**src/rtl/alu_cmp_pipe.sv**
```systemverilog
// Two-stage valid/ready comparison ALU: stage A registers operands, stage B registers rd/flag.
// Define ALU_CMP_CNT_EN to add the saturating true-result counter (cnt_clr / true_cnt).
module alu_cmp_pipe #(
    parameter int WIDTH = 32,
    parameter int CNT_W = 16
) (
    input  logic             clk,
    input  logic             rst,
    input  logic             in_valid,
    output logic             in_ready,
    input  logic [WIDTH-1:0] rs1,
    input  logic [WIDTH-1:0] rs2,
    input  logic [2:0]       mode,
    output logic             out_valid,
    input  logic             out_ready,
    output logic [WIDTH-1:0] rd,
    output logic             flag
`ifdef ALU_CMP_CNT_EN
    ,
    input  logic             cnt_clr,
    output logic [CNT_W-1:0] true_cnt
`endif
);

    logic             a_valid_q, a_valid_d;
    logic [WIDTH-1:0] a_rs1_q, a_rs1_d;
    logic [WIDTH-1:0] a_rs2_q, a_rs2_d;
    logic [2:0]       a_mode_q, a_mode_d;
    logic             b_valid_q, b_valid_d;
    logic [WIDTH-1:0] b_rd_q, b_rd_d;
    logic             b_flag_q, b_flag_d;

    logic             in_xfer;
    logic             b_adv;
    logic             lt_s, lt_u, eq;
    logic             res_flag;
    logic [WIDTH-1:0] res_rd;

    assign b_adv    = !b_valid_q || out_ready;
    assign in_ready = !a_valid_q || b_adv;
    assign in_xfer  = in_valid && in_ready;

    assign out_valid = b_valid_q;
    assign rd        = b_rd_q;
    assign flag      = b_flag_q;

    // Compare/select on the stage A operands; MIN/MAX on equal operands yields rs1's value.
    always_comb begin
        lt_s     = $signed(a_rs1_q) < $signed(a_rs2_q);
        lt_u     = a_rs1_q < a_rs2_q;
        eq       = a_rs1_q == a_rs2_q;
        res_flag = 1'b0;
        res_rd   = '0;
        case (a_mode_q)
            3'b000:  res_flag = lt_s;
            3'b001:  res_flag = lt_u;
            3'b010:  res_flag = eq;
            3'b011:  res_flag = !eq;
            3'b100:  res_flag = !lt_s;
            3'b101:  res_flag = !lt_u;
            3'b110: begin
                res_flag = lt_s;
                res_rd   = lt_s ? a_rs1_q : a_rs2_q;
            end
            default: begin
                res_flag = lt_s;
                res_rd   = lt_s ? a_rs2_q : a_rs1_q;
            end
        endcase
        if (!a_mode_q[2] || !a_mode_q[1]) begin
            res_rd = {{(WIDTH-1){1'b0}}, res_flag};
        end
    end

    // Stage A refills whenever a beat is accepted; since acceptance with A full implies
    // B is advancing, A can never be overwritten before it drains.
    always_comb begin
        a_valid_d = a_valid_q;
        a_rs1_d   = a_rs1_q;
        a_rs2_d   = a_rs2_q;
        a_mode_d  = a_mode_q;
        b_valid_d = b_valid_q;
        b_rd_d    = b_rd_q;
        b_flag_d  = b_flag_q;
        if (in_xfer) begin
            a_valid_d = 1'b1;
            a_rs1_d   = rs1;
            a_rs2_d   = rs2;
            a_mode_d  = mode;
        end else if (b_adv) begin
            a_valid_d = 1'b0;
        end
        if (b_adv) begin
            b_valid_d = a_valid_q;
            if (a_valid_q) begin
                b_rd_d   = res_rd;
                b_flag_d = res_flag;
            end
        end
    end

    always_ff @(posedge clk or posedge rst) begin
        if (rst) begin
            a_valid_q <= 1'b0;
            a_rs1_q   <= '0;
            a_rs2_q   <= '0;
            a_mode_q  <= '0;
            b_valid_q <= 1'b0;
            b_rd_q    <= '0;
            b_flag_q  <= 1'b0;
        end else begin
            a_valid_q <= a_valid_d;
            a_rs1_q   <= a_rs1_d;
            a_rs2_q   <= a_rs2_d;
            a_mode_q  <= a_mode_d;
            b_valid_q <= b_valid_d;
            b_rd_q    <= b_rd_d;
            b_flag_q  <= b_flag_d;
        end
    end

`ifdef ALU_CMP_CNT_EN
    logic [CNT_W-1:0] cnt_q, cnt_d;

    // Clear takes priority; the count sticks at all-ones instead of wrapping.
    always_comb begin
        cnt_d = cnt_q;
        if (cnt_clr) begin
            cnt_d = '0;
        end else if (b_valid_q && out_ready && b_flag_q && !(&cnt_q)) begin
            cnt_d = cnt_q + 1'b1;
        end
    end

    always_ff @(posedge clk or posedge rst) begin
        if (rst) begin
            cnt_q <= '0;
        end else begin
            cnt_q <= cnt_d;
        end
    end

    assign true_cnt = cnt_q;
`endif

endmodule

```
**config.mk**
```make
export PLATFORM = sky130hd
export DESIGN_NAME = alu_cmp_pipe
export DESIGN_NICKNAME = d
export VERILOG_FILES = /design/src/rtl/alu_cmp_pipe.sv
export SDC_FILE = /design/constraint.sdc
export NUM_CORES = 1
export LEC_CHECK = 0
export BUFFER_PORTS_ARGS = -buffer_cell sky130_fd_sc_hd__buf_2
export CORE_MARGIN = 2
export CORE_UTILIZATION = 55
export CTS_BUF_LIST = sky130_fd_sc_hd__clkbuf_4 sky130_fd_sc_hd__clkbuf_8
export DETAILED_ROUTE_END_ITERATION = 8
export HOLD_SLACK_MARGIN = 0.05
export PLACE_DENSITY = 0.84
export SLEW_MARGIN = 20
export SYNTH_ARGS = -nofsm -noshare
export SYNTH_HDL_FRONTEND = slang
export SYNTH_SLANG_ARGS = --single-unit
```
**constraint.sdc**
```tcl
create_clock -name clk -period 3.51 [get_ports clk]
set_clock_uncertainty 0.15 [all_clocks]
set_input_delay 0.1755 -clock clk [delete_from_list [all_inputs] [get_ports clk]]
set_output_delay 0.1755 -clock clk [all_outputs]
set_load 0.005 [all_outputs]
```
==> results.toml <==
[global_route]
grt_pass1_vias = 4235
grt_pass1_wl_mm = 20.6
overflow = 0
grt_max_degree = 45
antenna_found_initial = 0
grt_usage = 0.259

[layout]
syn_to_final_growth_pct = 30.0
fillers = 611
final_core_util = 0.733
num_antenna_cells = 0
drive_above_1_share = 0.343
nets = 704
final_cells = 715

[logic_synthesis]
ys_seq_area_frac = 0.492
synth_top_cell_by_area = "dfrtp_1"
synth.distinct_cells = 44
yosysTopAreaCellShare = 0.492
syn-num-nets = 530
yosys_warnings = 0
synth_area_leaders = "dfrtp_1 (49%), mux2_2 (15%), ha_1 (8.2%)"
synth_area_sq_um = 5190
synth_cells = 425
synth_seq_cells = 102
syn_avg_cell_area_sq_um = 12.2

[place]
io_buffer_count = 105
gp_congestion = 0.831
dp_hpwl_mm = 8.46
dp.cells = 628

[die]
ios = 106
die_area_sq_um = 10200
dieHeight_um = 101
num_rows = 35
fp.dieW_um = 101
start_util = 0.564
core_sq_um = 9200

[worst_setup_path]
cp.arrival_ns = 3.24
critical_path_required_ns = 3.62
crit_type = "register to register"
critPathMaxFanout = 16
end_kind = "register"
worstSetupStartpointType = "register"

[timing]
final.setup.tns_ns = 0
fmax_ghz = 0.319
rsz0062_at_grt = "false"
fin_crit_sh = 0.893
worstMarginPinSlew_ns = 1.11
slew_headroom = 0.257
finalSetupViolCount = 0
slew_viol_final = 0
layout_min_cycle_time_ns = 3.13
hold_violations = 0

[routing]
post_drt_wl_per_cell_um = 17.8
route.vias.total = 4131
postRouteAntennaNets = 0
drtIter0Drc = 189
vias_per_cell = 5.78
dr.pass1.iters = 4
drc_errors = 0
routed_wl_mm = 12.7

[cts]
htree_num_levels = 3
clkSinkCount = 102
path_clk_slew_ns = 0.11
cts_buffers = 9
clock-root-buffer = "clkbuf_8"
cts_tree = "built"
cts_buffer_depth = 2
clk_latency_ns = 0.38
cts_resized = 0

[power_and_ir_drop]
powerDensity_nw_per_um2 = 475
ir_worst_vdd_uv = 222
leakage_uw = 0.00340
p_total_uw = 3200

[status]
status = "completed"

[run]
cap_violations = 0

[worst_hold_path]
holdCritPathClass = "primary input to asynchronous set/reset pin"
## critical path, stage by stage, from the launching register on
cell	delay, ns
dfrtp_1	0.44
ha_1	0.32
a21oi_1	0.16
o21ai_1	0.10
a221oi_2	0.36
a31oi_2	0.19
nor3_4	0.32
buf_4	0.33
mux2i_1	0.28
o22ai_1	0.13
a22o_1	0.24
## layout make-up
type,count,area [sq um],area share
Clock buffer,10,131,0.0195
Clock inverter,6,67.6,0.0100
Sequential cell,102,2550,0.379
Tap cell,111,139,0.0206
Inverter,35,134,0.0199
Timing Repair Buffer,185,1330,0.197
Multi-Input combinational cell,266,2390,0.354
## synth_stat cells, drive strengths merged
| cell type | number |
|---|---|
| dfrtp | 102 |
| mux2 | 67 |
| inv | 35 |
| ha | 34 |
| and3 | 24 |
| a221o | 23 |
| mux2i | 18 |
| nand2 | 18 |
| clkbuf | 15 |
| a21oi | 14 |
| nand4 | 9 |
| a22o | 7 |
| buf | 7 |
| o21ai | 7 |
| o22ai | 7 |
| nand2b | 6 |
| a31oi | 3 |
| nand3 | 3 |
| nor2 | 3 |
| or4 | 3 |
| a221oi | 2 |
| and2 | 2 |
| nand3b | 2 |
| nor2b | 2 |
| nor3 | 2 |
| o31a | 2 |
| a2111o | 1 |
| a211oi | 1 |
| a22oi | 1 |
| and4 | 1 |
| nor4b | 1 |
| o211ai | 1 |
| o21bai | 1 |
| o221ai | 1 |
## registers in the layout (all words and copies together) (netlist names)
signal,flops
a_mode_q,3
a_rs1_q,32
a_rs2_q,32
a_valid_q,1
flag,1
out_valid,1
rd,32
## layout by cell type (no fill, tap or decap), drive strengths merged, types with 6 or more instances in the layout
cell type / n
a21oi: 14
a221o: 23
a22o: 7
and3: 24
buf: 114
clkbuf: 10
dfrtp: 102
dlygate4sd3: 71
ha: 34
inv: 37
mux2: 67
mux2i: 18
nand2: 18
nand2b: 6
nand4: 9
o21ai: 7
o22ai: 7
## through the flow
step	hold slack [ns]	area, sq um	setup WS (ns)
after floorplan	0.134	5190	0.509
after global placement	0.106	5830	0.577
after CTS	0.257	6740	0.435
final	0.258	6740	0.375
after global routing	0.302	6740	0.155
after detailed placement	0.110	5830	0.460
## kinds of logic after synthesis
kind of cell | count (synthesis) | share of synthesized area
adder cells (fa/ha/maj) | 34 | 0.0820
flip-flops | 102 | 0.492
buffers and inverters | 57 | 0.0492
multiplexers | 85 | 0.183
AND/OR/NAND/NOR | 76 | 0.0854
AO/OA/AOI/OAI | 71 | 0.109
## power breakdown
group | switching [uW] | internal, uW
sequential | 150 | 1340
combinational | 464 | 493
clock | 414 | 342
## what timing repair did
| action | in CTS | in global routing |
|---|---|---|
| hold endpoints to repair | 110 | 0 |
| buffers inserted | 0 | 0 |
| hold buffers | 71 | 0 |
## final timing paths
check	from	endpoint	slack, ns	cells past startpoint
setup / recovery	a_rs1_q[9]	rd[5]	0.38	10
hold / removal	rst	a_rs2_q[31]	0.26	3
setup reg to reg	a_rs1_q[9]	rd[5]	0.38	10
hold reg to reg	flag	flag	0.36	2
max in group asynchronous	rst	rd[14]	2.10	4
min in group clk	flag	flag	0.36	2
## routing by layer
| metal | vias up | global-route usage | routed length [um] |
|---|---|---|---|
| met5 | - | 0 | 0 |
| met4 | 0 | 0.105 | 297 |
| met3 | 25 | 0.0368 | 581 |
| met2 | 131 | 0.458 | 6570 |
| met1 | 2057 | 0.321 | 5280 |
| li1 | 1918 | - | - |
No activity file was read; power rests on OpenSTA's default activity.
